===== config.mk =====
export PLATFORM = sky130hd
export DESIGN_NAME = alu_mac_sequencer
export DESIGN_NICKNAME = d
export VERILOG_FILES = /design/src/rtl/alu_pkg.sv /design/src/rtl/mac_sat_detect.sv /design/src/rtl/alu_mac_sequencer.sv
export SDC_FILE = /design/constraint.sdc
export NUM_CORES = 1
export LEC_CHECK = 0
export BUFFER_PORTS_ARGS = -buffer_cell sky130_fd_sc_hd__buf_2
export CORE_MARGIN = 3
export CORE_UTILIZATION = 45
export DETAILED_ROUTE_END_ITERATION = 8
export PLACE_DENSITY = 0.82
export SYNTH_ARGS = -nofsm -noshare
export SYNTH_HDL_FRONTEND = slang
export SYNTH_SLANG_ARGS = --single-unit

===== constraint.sdc =====
create_clock -name clk -period 1.7 [get_ports clk]
set_clock_uncertainty 0.15 [all_clocks]
set_input_delay 0.425 -clock clk [delete_from_list [all_inputs] [get_ports clk]]
set_output_delay 0.425 -clock clk [all_outputs]
set_load 0.1 [all_outputs]

===== src/rtl/alu_pkg.sv =====
// alu_pkg: shared ALU function codes, MAC sequencer states and Q1.7 limits
package alu_pkg;
  typedef enum logic [1:0] {
    RA    = 2'b00,
    RB    = 2'b01,
    RADD  = 2'b10,
    R_mul = 2'b11
  } alu_func_t;
  typedef enum logic [2:0] {
    IDLE,
    LOAD,
    MUL,
    ADD,
    DONE
  } mac_state_t;
  localparam logic signed [7:0] Q_MAX = 8'sh7f;
  localparam logic signed [7:0] Q_MIN = 8'sh80;
endpackage


===== src/rtl/mac_sat_detect.sv =====
// mac_sat_detect: signed overflow detect/saturate for acc+prod (a,b in, s=raw sum in, y=saturated, ovf); built only under MAC_SAT_EN
`ifdef MAC_SAT_EN
module mac_sat_detect
  import alu_pkg::*;
(
  input  logic [7:0] a,
  input  logic [7:0] b,
  input  logic [7:0] s,
  output logic [7:0] y,
  output logic       ovf
);
  always_comb begin
    ovf = (a[7] == b[7]) && (s[7] != a[7]);
    y   = ovf ? (a[7] ? Q_MIN : Q_MAX) : s;
  end
endmodule
`endif


===== src/rtl/alu_mac_sequencer.sv =====
// alu_mac_sequencer: Q1.7 MAC over len x/y pairs via shared ALU (start/len, in_valid/in_ready x y, out_valid/out_ready result, busy, alu_a/alu_b/alu_func/alu_result; sat port under MAC_SAT_EN)
module alu_mac_sequencer
  import alu_pkg::*;
#(
  parameter int n     = 8,
  parameter int LEN_W = 4
) (
  input  logic             clk,
  input  logic             n_reset,
  input  logic             start,
  input  logic [LEN_W-1:0] len,
  input  logic             in_valid,
  output logic             in_ready,
  input  logic [n-1:0]     x,
  input  logic [n-1:0]     y,
  output logic             out_valid,
  input  logic             out_ready,
  output logic [n-1:0]     result,
  output logic             busy,
  output logic [n-1:0]     alu_a,
  output logic [n-1:0]     alu_b,
  output alu_func_t        alu_func,
  input  logic [n-1:0]     alu_result
`ifdef MAC_SAT_EN
  ,
  output logic             sat
`endif
);
  mac_state_t       state, nxt;
  logic [n-1:0]     acc, prod, xr, yr, acc_sum;
  logic [LEN_W-1:0] rem;
`ifdef MAC_SAT_EN
  logic ovf;
  mac_sat_detect u_sat (
    .a  (acc),
    .b  (prod),
    .s  (alu_result),
    .y  (acc_sum),
    .ovf(ovf)
  );
  always_ff @(posedge clk)
    if (!n_reset) sat <= 1'b0;
    else if (state == IDLE && start) sat <= 1'b0;
    else if (state == ADD && ovf) sat <= 1'b1;
`else
  assign acc_sum = alu_result;
`endif
  always_comb begin
    nxt = state;
    unique case (state)
      IDLE:    nxt = start ? (len == '0 ? DONE : LOAD) : IDLE;
      LOAD:    nxt = in_valid ? MUL : LOAD;
      MUL:     nxt = ADD;
      ADD:     nxt = rem == LEN_W'(1) ? DONE : LOAD;
      DONE:    nxt = out_ready ? IDLE : DONE;
      default: nxt = IDLE;
    endcase
  end
  always_comb begin
    in_ready  = state == LOAD;
    out_valid = state == DONE;
    busy      = state != IDLE;
    result    = acc;
    alu_func  = state == MUL ? R_mul : state == ADD ? RADD : RA;
    alu_a     = state == MUL ? xr : acc;
    alu_b     = state == MUL ? yr : state == ADD ? prod : '0;
  end
  always_ff @(posedge clk)
    if (!n_reset) begin
      state <= IDLE;
      acc   <= '0;
      prod  <= '0;
      rem   <= '0;
      xr    <= '0;
      yr    <= '0;
    end else begin
      state <= nxt;
      if (state == IDLE && start) begin
        acc <= '0;
        rem <= len;
      end
      if (in_ready && in_valid) begin
        xr <= x;
        yr <= y;
      end
      if (state == MUL) prod <= alu_result;
      if (state == ADD) begin
        acc <= acc_sum;
        rem <= rem - LEN_W'(1);
      end
    end
endmodule


Word level (Yosys, flattened, before mapping)
Cells that the tools add are included.
Widths: inputs -> output; s select.
{ "word_totals": {"ff_bits": 39, "in_bits": 33, "output_inout_bits": 29, "elab_cells": 33} }
{ "classes": {"add_sub_neg": 1, "eq_ne": 5, "muxes": 15, "n_reduce_logical": 6} }
{ "ops": {"columns": ["operator", "n"], "rows": [
  ["$mux 8", 5],
  ["$pmux 3 s5", 1],
  ["$mux 3", 4],
  ["$mux 4", 2],
  ["$eq 3x2->1 const B", 2],
  ["$mux 2", 3],
  ["$eq 4x1->1 const B", 1],
  ["$logic_not 4->1", 1],
  ["$sub 4x1->4 const B", 1],
  ["$eq 3x1->1 const B", 1],
  ["$eq 3x3->1 const B", 1],
  ["$logic_not 3->1", 1],
  ["$reduce_bool 3->1", 1],
  ["$logic_and 1x1->1", 2],
  ["$reduce_bool 2->1", 1]
]} }

Longest topological paths before layout
Gate-level depths: netlist of run 1.
{ "logic_depth": {"word_depth": 4, "depth_mapped": 6, "ltp_nobuf": 5} }

Least setup slack after synthesis of run 1
No wires, ideal clock.
{ "synth_path": {"kind": "flip-flop to flip-flop", "from": "register state[0]", "to": "register state[0]", "setup_time_ns": 0.060, "t_arrival_ns": 3.189, "t_required_ns": 1.490, "slack_ns": -1.698, "stages_incl_launch_ff": 5, "period_less_slack_ns": 3.398, "cell_sequence": "dfxtp_1 buf_4 nor3b_1 nor2b_1 o311a_1"} }
{ "synth_between": {"elab_chain_cells": 2} }
{ "synth_rtl": {"columns": ["item", "line_no", "source"], "rows": [
  ["start, declared", "alu_mac_sequencer.sv:29", "mac_state_t state, nxt;"],
  ["start signal, assigned", "alu_mac_sequencer.sv:77", "state <= nxt;"],
  ["$eq 3x1->1", null, null],
  ["net in_ready", "alu_mac_sequencer.sv:13", "output logic in_ready,"],
  ["$pmux 3 s5", "alu_mac_sequencer.sv:50", "unique case (state)"]
]} }
The timed path passes the listed nets, and every way through them passes these cells.
A chain may end at the register's enable or synchronous reset.

Final worst setup path of run 1
{ "layout_path": {"from": "register state[2]", "to": "output alu_a[4]"} }
{ "layout_between": {"elab_chain_cells": 2} }
{ "layout_rtl": {"columns": ["item", "line_no", "source"], "rows": [
  ["$eq 3x2->1", "alu_mac_sequencer.sv:65", "alu_a = state == MUL ? xr : acc;"],
  ["$mux 8", "alu_mac_sequencer.sv:65", null],
  ["end, declared", "alu_mac_sequencer.sv:20", "output logic [n-1:0] alu_a,"]
]} }
No other way between the ends.

==> results of run 1 <==
how the worst min path moves through the flow:
stage                      to  slack, ps  depth (start not counted)           from
floorplan               yr[0]        290                          2          yr[0]
global placement        yr[1]        290                          2          yr[1]
detailed placement      yr[6]        300                          2          yr[6]
CTS                 result[3]        200                          2  alu_result[3]
global route            yr[6]        200                          3           y[6]
finish                  xr[7]        210                          3           x[7]
what timing repair did:
item	CTS	global route
endpoints found under the setup margin	21	29
pin swaps	1	0
buffers inserted	3	0
resized for setup	12	2
cloned	1	0
power by group:
part / leakage, nW / internal (mW) / switching [mW]
sequential: 0.322 / 0.958 / 0.0353
clock: 0.0412 / 0.286 / 0.314
combinational: 0.725 / 0.229 / 0.359
total: 1.09 / 1.47 / 0.709
worst min-delay path, delay by kind of cell:
family                 cells  cell delay [ps]
buffers and inverters      1               90
AO/OA/AOI/OAI              1               50
AND/OR/NAND/NOR            1               40
flip-flops by register name, summed over array words and instances (netlist names):
register,cells
result,8
yr,8
xr,8
state,3
rem,4
prod,8
per-layer routing:
metal,global-route usage,up-vias
li1,-,883
met1,0.2811,854
met2,0.3368,85
met3,0.04029,15
met4,0.1085,0
met5,0,-
through the flow:
step	setup TNS [ps]	std cells	utilization
finish	-7241	330	0.7474
global route	-8265	330	0.7474
CTS	-7066	330	0.7444
detailed placement	-1045	318	0.7016
global placement	-602.6	318	0.7016
floorplan	-2951	213	-
cell type report:
class	instances	area, sq um	share of cell area
clock buffer	6	72.57	0.02556
clock inverter	2	12.51	0.004407
inverter	6	30.03	0.01058
multi-input combinational	151	1119	0.3940
sequential	39	797.0	0.2807
tap	48	60.06	0.02115
timing repair buffer	78	748.2	0.2636
cells by family (layout without fill, tap and decap cells):
| logic type | after synthesis | after routing | synth area share |
|---|---|---|---|
| compound gates | 57 | 57 | 0.1969 |
| simple gates | 75 | 76 | 0.2023 |
| flops | 39 | 39 | 0.4222 |
| mux | 16 | 16 | 0.09202 |
| buf+inv | 24 | 92 | 0.07307 |
| fa+ha+maj | 2 | 2 | 0.01353 |
cell usage in the layout (no fill, tap or decap), types with 3 or more instances in the layout:
cell type	n
nor2_4	9
dfxtp_1	28
clkinvlp_4	3
nand2_1	42
inv_1	3
o21ai_0	11
clkbuf_8	5
dfxtp_2	10
a32o_1	10
buf_12	21
buf_4	17
buf_2	40
mux2i_2	8
a21oi_1	25
a31oi_1	3
mux2_4	8
==> results.md, run 1 <==
- Worst R2R Start: state[2]
- Fill count: 255
- Top cell type's share of synthesized area: 0.4222
- Antenna violations before repair: 0
- Vias in the first global route: 1756
- Crit. Startpoint: state[2]
- Top Metal Used: met4
- Worst endpoint data arrival time: 1520 ps
- DRC: 0
- M1 WL: 2242 um
- Clock root buffer: clkbuf_8
- Max Clk Rate: 0.4771 GHz
- Violated checks: setup timing
- Die width: 70.11 um
- Setup crit end: alu_a[4]
- Reg2reg setup slack: 0 ps
- Placer Congestion: 0.8903
- Fin crit share: 1.233
- Pwr dens: 768.7 nW/um^2
- Setup WS pre-CTS: -114.8 ps
- Final setup fails: 21
- Synth top area cells: dfxtp_1 42%, nand2_1 8.7%, a21oi_1 6.8%
- Pin count of the biggest net entering global routing: 25
- Inserted Clock Buffers: 5
- Max-cap viol count: 0
- Most frequently used flop master after synthesis: dfxtp_1
- Reg2reg end: state[0]
- Worst setup slack after layout: -395.8 ps
- Largest area contributor in the netlist: dfxtp_1
- Share of cells above drive strength 1: 0.4681
- H-tree depth: 2
- Final ANT Viol Nets: 0
- Total GRT Usage: 0.2149
- WL per Instance: 15.85 um
- Ports: 62
- Routed wire length on met3: 374 um
- Metal2 WL: 2461 um
- Hold_buf cts: 0
- Starting density of the core: 0.4868
- Clock Sinks: 39
- CTS tree: yes
- CP Max Fanout: 5
- Vias/cell: 5.567
- Post-synth EDFFs: 0
- Cells after Synth: 213
- Worst-margin pin slew: 497.9 ps
- Synth Area per Inst: 8.682 sq um
- P&R area growth vs syn: 53.52%
- CP delay by family, top: buffers and inverters
- DR pass1 iterations: 4
- CP Cell Sequence: nor3b_4 -> buf_4 -> mux2_4 -> buf_12
- Total power: 2.182 mW
- Gr ovfl total: 0
- N_diodes: 0
- CP Class: flop to output pin
- Crit path max-delay cell type: dfxtp_2
- WP data required: 1120 ps
- Most frequent cell after synthesis: nand2_1
- NumNets Final: 316
- Initial DRC Count: 119
- Worst vdd ir: 0.0006290 V
- Worst hold-check path type: input pin to flop
- Die area: 4915 sq um
- RSZ-0062 raised after global routing: yes
- Fin. Hold Viols: 0
- CP Depth: 4
- First-pass GRT wire length: 8473 um
- Max clock buf depth: 2
- Sequential area share after synthesis: 0.4222
- Max-slew headroom: 0.6703
- Slew Limit Fails: 0
- Fin Hold WS: 208.5 ps
- Buf+Inv Stages, Crit Path: 2
- Routed WL: 5230 um
- Design area: 2839 sq um
- Via count: 1837
- Worst setup EP type: output pin
- Post-synth top cells: 43 x nand2_1, 39 x dfxtp_1, 25 x a21oi_1
- Net count after synthesis: 248
- Synth cell types: 41
- Die Ht: 70.11 um
- Core area: 3799 sq um
- Critical Path Max Stage Delay: 330 ps
- Seq cells post-synth: 39
- Buffers on Ports: 61
- DP Area: 2665 sq um
- Worst-Skew Late Latency: 290 ps
- Leak: 1.089 nW
- Async S/R FF share, synth: 0
- Worst setup SP type: flop
- Register-to-Register Path Depth: 6
- Mapped Area: 1849 sq um
- Yosys warning count: 0
- Min cycle time layout: 2096 ps
- CTS clk-pin slew, worst paths: 70 ps
- Row count: 22
- DP HPWL: 3733 um
- Outcome: finished, violations left
No activity file was read; power rests on OpenSTA's default activity.
==> run 2: changes to the inputs <==
BUFFER_PORTS_ARGS = -buffer_cell sky130_fd_sc_hd__buf_4   (was -buffer_cell sky130_fd_sc_hd__buf_2)
==> run 2 against run 1 <==
Effect of this change: clock power is essentially flat; sequential share of layout area shrank 1.4 points; critical path type unchanged; largest cell class unchanged; the flow still finishes with violations (setup timing); combinational power rose by 10%; via count grew 0.76%.
==> results.md, run 2 (synthesis gave the netlist of run 1 again) <==
- Outcome: finished, violations left
- Violated checks: setup timing
- Pin count of the biggest net entering global routing: 19 (-24%)
- CP Max Fanout: 5 (unchanged)
- Starting density of the core: 0.4868 (unchanged)
- Worst vdd ir: 0.0005877 V (-6.6%)
- Total power: 2.245 mW (+2.9%)
- Fill count: 247 (-3.1%)
- RSZ-0062 raised after global routing: yes
- Vias in the first global route: 1853 (+5.5%)
- Clk pwr share: 0.267 (-0.008)
- CTS tree: yes
- Gr ovfl total: 0 (unchanged)
- Fin. Hold Viols: 0 (unchanged)
- Leak: 1.144 nW (+5.0%)
- Clock root buffer: clkbuf_8
- Ports: 62 (unchanged)
- Final setup fails: 23 (+9.5%)
- Hold Path Cell Cnt: 2 (-1)
- NumNets Final: 321 (+1.6%)
- Pwr dens: 751.9 nW/um^2 (-2.2%)
- Worst-margin pin slew: 477.7 ps (-20.29 ps)
- DR pass1 iterations: 4 (unchanged)
- Max clock buf depth: 2 (unchanged)
- Worst endpoint data arrival time: 1520 ps (about the same)
- Slew Limit Fails: 0 (unchanged)
- Register-to-Register Path Depth: 5 (-1)
- Clock Sinks: 39 (unchanged)
- Worst setup slack after layout: -398.2 ps (-2.438 ps)
- Max-cap viol count: 0 (unchanged)
- Worst setup EP type: output pin
- Die Ht: 70.11 um (unchanged)
- Row count: 22 (unchanged)
- P&R area growth vs syn: 61.43%
- DP HPWL: 3665 um (-1.8%)
- Placer Congestion: 0.8812 (-1.0%)
- Min cycle time layout: 2098 ps (+2.438 ps)
- Die width: 70.11 um (unchanged)
- Non-filler cells, final: 335 (+1.5%)
- Max-slew headroom: 0.6786 (+0.008306)
- CTS clk-pin slew, worst paths: 70 ps (about the same)
- Via count: 1851 (+0.76%)
- Final ANT Viol Nets: 0 (unchanged)
- Share of cells above drive strength 1: 0.4843 (+0.01624)
- Sequential power share: 0.444 (-0.011)
- Die area: 4915 sq um (unchanged)
- N_diodes: 0 (unchanged)
- Antenna violations before repair: 0 (unchanged)
- CP Class: flop to output pin
- Worst setup SP type: flop
- WL per Instance: 15.84 um (about the same)
- Worst-Skew Late Latency: 280 ps (about the same)
- Max Clk Rate: 0.4766 GHz (-0.12%)
- Initial DRC Count: 113 (-5.0%)
- # placed instances: 325 (+2.2%)
- Int Power: 1.524 mW (+3.4%)
- First-pass GRT wire length: 8790 um (+3.7%)
- Buffers on Ports: 61 (unchanged)
- Fin crit share: 1.234 (+0.001434)
- DRC: 0 (unchanged)
- Psw: 0.7208 mW (+1.6%)
- Combinational fraction of design power: 0.289 (+0.020)
- Commonest non-fill, non-tap cell in the layout: buf_4
- Total GRT Usage: 0.2221 (+0.007236)
- Inserted Clock Buffers: 5 (unchanged)
- Routed WL: 5307 um (+1.5%)
- H-tree depth: 2 (unchanged)
- Switching fraction of total power: 0.3211 (-0.003840)
- Worst hold-check path type: input pin to flop
- Vias/cell: 5.525 (-0.74%)
- WP data required: 1120 ps (about the same)
- Core area: 3799 sq um (unchanged)
- Most frequent cells in the layout: 60 x buf_4, 42 x nand2_1, 28 x dfxtp_1
run 2: cell types whose count changed in the layout (fill, tap and decap cells not counted), moves of 3 or more:
cell | before | now
buf_4 | 17 | 60
buf_2 | 40 | 0
buf_12 | 21 | 14
buf_8 | 0 | 6
buf_6 | 0 | 3
mux2i_2 | 8 | 5
mux2i_4 | 0 | 3
run 2: layer usage:
layer  global-route usage  routed length, um  vias to the layer above
li1                     -                  -                      900
met1               0.2881               2298                      879
met2               0.3662               2643                       61
met3              0.04029                245                       11
met4              0.08298                121                        0
met5                    0                  0                        -
run 2: what timing repair did:
action                     CTS  global route
pin swaps                    1             0
setup endpoints to repair   31            32
cloned                       1             0
setup buffers                1             0
hold buffers                 0             0
gates resized for setup     63            12
run 2: final timing paths:
check / startpoint / end / slack [ps]
setup reg to reg: state[0] / rem[3] / -10
hold reg to reg: xr[3] / xr[3] / 310
hold / removal: alu_result[6] / result[6] / 210
setup / recovery: state[2] / alu_a[6] / -400
run 2: power by group through the flow:
stage / combinational (mW) / clock, mW / sequential (mW)
finish: 0.649 / 0.599 / 0.996
global route: 0.691 / 0.653 / 1.00
CTS: 0.622 / 0.606 / 0.992
detailed placement: 0.555 / 0 / 1.01
global placement: 0.548 / 0 / 1.00
floorplan: 0.384 / 0 / 1.02
run 2: critical path: stages (launching register included):
cell and delay [ps]:
dfxtp_2 340, nor3b_4 220, buf_4 190, mux2_4 320, buf_12 170
run 2: stage by stage:
step,worst slack [ps],hold WS [ps],instance area (sq um),TNS [ps],util
after floorplan,-269.0,285.7,2041,-2951,-
after global placement,-128.5,291.3,2567,-1472,0.6759
after detailed placement,-149.2,296.0,2567,-2021,0.6759
after CTS,-416.7,202.6,2929,-6563,0.7711
after global routing,-445.1,191.5,2985,-7874,0.7859
final,-398.2,207.4,2985,-6397,0.7859
run 2: area by class of cell:
| type | instances | area, sq um | area share |
|---|---|---|---|
| sequential | 39 | 797.0 | 0.2670 |
| inverter | 6 | 26.28 | 0.008801 |
| tap | 48 | 60.06 | 0.02012 |
| multi-input combinational | 151 | 1162 | 0.3894 |
| clock buffer | 6 | 72.57 | 0.02431 |
| timing repair buffer | 83 | 854.6 | 0.2863 |
| clock inverter | 2 | 12.51 | 0.004191 |
==> run 3: changes to the inputs <==
CELL_PAD_IN_SITES_DETAIL_PLACEMENT = 2   (was not set)
CELL_PAD_IN_SITES_GLOBAL_PLACEMENT = 2   (was not set)
CORE_UTILIZATION = 27   (was 45)
CTS_BUF_LIST = sky130_fd_sc_hd__clkbuf_4 sky130_fd_sc_hd__clkbuf_8   (was not set)
PLACE_DENSITY = 0.85   (was 0.82)
==> run 3 against run 2 <==
Effect of this change: the flow still finishes with violations (setup timing); first-iteration DRC count shrank 12%; via count is 12% higher; design area up 12%; utilization is 27 points lower.
==> results.md, run 3 (synthesis gave the netlist of run 1 again) <==
- Worst setup EP type: output pin
- Min cycle time layout: 2159 ps (+60.45 ps)
- CTS tree: yes
- Die width: 88.76 um (+27%)
- Combinational fraction of design power: 0.309 (+0.020)
- Fin. Hold Viols: 0 (unchanged)
- Leak: 1.258 nW (+10%)
- Initial DRC Count: 100 (-12%)
- Psw: 0.9092 mW (+26%)
- Fin Hold WS: 214.4 ps (+7.045 ps)
- Via count: 2082 (+12%)
- Register-to-Register Path Depth: 6 (+1)
- Switching fraction of total power: 0.3410 (+0.01985)
- WL per Instance: 25.85 um (+63%)
- Share of cells above drive strength 1: 0.5403 (+0.05595)
- Antenna violations before repair: 0 (unchanged)
- Die Ht: 88.76 um (+27%)
- DR pass1 iterations: 4 (unchanged)
- First-pass GRT wire length: 12850 um (+46%)
- Hold_buf cts: 0 (unchanged)
- Inserted Clock Buffers: 5 (unchanged)
- RSZ-0062 raised after global routing: yes
- Worst hold-check path type: input pin to flop
- Sequential power share: 0.379 (-0.065)
- Row count: 29 (+32%)
- Worst endpoint data arrival time: 1580 ps (+60 ps)
- WP data required: 1120 ps (about the same)
- Outcome: finished, violations left
- Fin crit share: 1.270 (+0.03556)
- Die area: 7878 sq um (+60%)
- Worst R2R Start: state[0]
- Most frequent cells in the layout: 61 x buf_4, 42 x nand2_1, 28 x dfxtp_1
- Reg2reg setup slack: -100 ps (-90 ps)
- Starting density of the core: 0.2847 (-0.2021)
- Hold Path Cell Cnt: 2 (unchanged)
- DP HPWL: 4918 um (+34%)
- Int Power: 1.757 mW (+15%)
- H-tree depth: 2 (unchanged)
- Total GRT Usage: 0.2202 (-0.001926)
- Placer Congestion: 0.7625 (-13%)
- Worst setup slack after layout: -458.7 ps (-60.45 ps)
- Core area: 6495 sq um (+71%)
- CP Class: flop to output pin
- Vias in the first global route: 2164 (+17%)
- Worst setup SP type: flop
- Clk pwr share: 0.312 (+0.045)
- Final ANT Viol Nets: 0 (unchanged)
- Pwr dens: 795.9 nW/um^2 (+5.8%)
- Final setup fails: 33 (+43%)
- Multi-input logic area: 1280 sq um (+10%)
- Gr ovfl total: 0 (unchanged)
- Commonest non-fill, non-tap cell in the layout: buf_4
- Reg2reg end: result[2]
- Buffers on Ports: 61 (unchanged)
- Max clock buf depth: 2 (unchanged)
- Max-cap viol count: 0 (unchanged)
- CP Max Fanout: 7 (+2)
- Vias/cell: 5.552 (+0.48%)
- CP Cell Sequence: nor3b_4 -> buf_6 -> mux2_4 -> buf_12
- DRC: 0 (unchanged)
- Violated checks: setup timing
- Ports: 62 (unchanged)
- Hold wc startpoint: alu_result[1]
- Critical Path Max Stage Delay: 350 ps (about the same)
- N_diodes: 0 (unchanged)
- Routed WL: 9694 um (+83%)
- Worst-Skew Late Latency: 300 ps (+20 ps)
- P&R area growth vs syn: 81.19%
- Post-Route Utilization: 0.5159 (-0.2700)
- Max Clk Rate: 0.4632 GHz (-2.8%)
- Pin count of the biggest net entering global routing: 20 (+1)
- Crit path max-delay cell type: dfxtp_2
- Clock Sinks: 39 (unchanged)
- Max-slew headroom: 0.5370 (-0.1416)
- Slew Limit Fails: 0 (unchanged)
- Hold endpoint: result[1]
- Fill count: 638 (+160%)
- Clock root buffer: clkbuf_8
- Worst vdd ir: 0.0005140 V (-13%)
- FF+latch area: 799.5 sq um (+0.31%)
- Worst-margin pin slew: 688.1 ps (+210.4 ps)
- NumNets Final: 332 (+3.4%)
- CTS clk-pin slew, worst paths: 100 ps (+30 ps)
## run 3: cell count changes in the layout (fill, tap and decap cells not counted), sizes merged
| cell | previous run | this run |
|---|---|---|
| buf | 83 | 91 |
| clkinv | 2 | 3 |
| clkinvlp | 2 | 1 |
| clkbuf | 6 | 7 |
| o21ai | 13 | 14 |
| bufinv | 0 | 1 |
## run 3: cell type report
| class | instances | share of cell area |
|---|---|---|
| timing repair buffer | 93 | 0.3092 |
| tap | 77 | 0.02875 |
| clock buffer | 5 | 0.02054 |
| multi-input combinational | 152 | 0.3820 |
| clock inverter | 3 | 0.01307 |
| inverter | 6 | 0.007842 |
| sequential | 39 | 0.2386 |
## run 3: how the worst max path moves through the flow
stage                  start   endpoint
floorplan           state[0]  out_valid
global placement    state[0]   alu_a[1]
detailed placement  state[0]   alu_a[3]
CTS                 state[2]   alu_a[1]
global route        state[2]   alu_a[1]
finish              state[2]   alu_a[1]
## run 3: power groups by stage
| stage | registers [mW] | logic [mW] | clock network [mW] |
|---|---|---|---|
| after global routing | 1.02 | 0.860 | 0.871 |
| after floorplan | 1.02 | 0.384 | 0 |
| final | 1.01 | 0.825 | 0.831 |
| after CTS | 0.997 | 0.727 | 0.801 |
| after detailed placement | 1.01 | 0.564 | 0 |
| after global placement | 1.01 | 0.546 | 0 |
## run 3: critical path: cells and delay by family (launching register included)
family | cells | cell delay, ps
muxes | 1 | 320
buffers and inverters | 2 | 360
DFF | 1 | 350
and+or+nand+nor | 1 | 250
## run 3: timing repair
action | in CTS | in global routing
pin swaps | 10 | 16
cloned | 3 | 2
endpoints found under the hold margin | 0 | 0
resized for setup | 96 | 23
setup buffers | 6 | 6
setup endpoints to repair | 32 | 45
## run 3: per-layer routing
layer,GRT usage,wire [um],vias up
met5,0,0,-
met4,0.03846,146,0
met3,0.03631,355,14
met2,0.3968,5177,73
met1,0.2778,4014,1069
li1,-,-,926
## run 3: through the flow
step,setup TNS [ps],setup slack (ps),power (mW),std cells,instance area [sq um]
global placement,-1939,-127.3,1.551,351,2569
floorplan,-2951,-269.0,1.403,213,2041
CTS,-9558,-464.5,2.525,367,3179
global route,-10020,-512.0,2.746,375,3351
detailed placement,-2486,-160.1,1.575,351,2569
finish,-8672,-458.7,2.667,375,3351
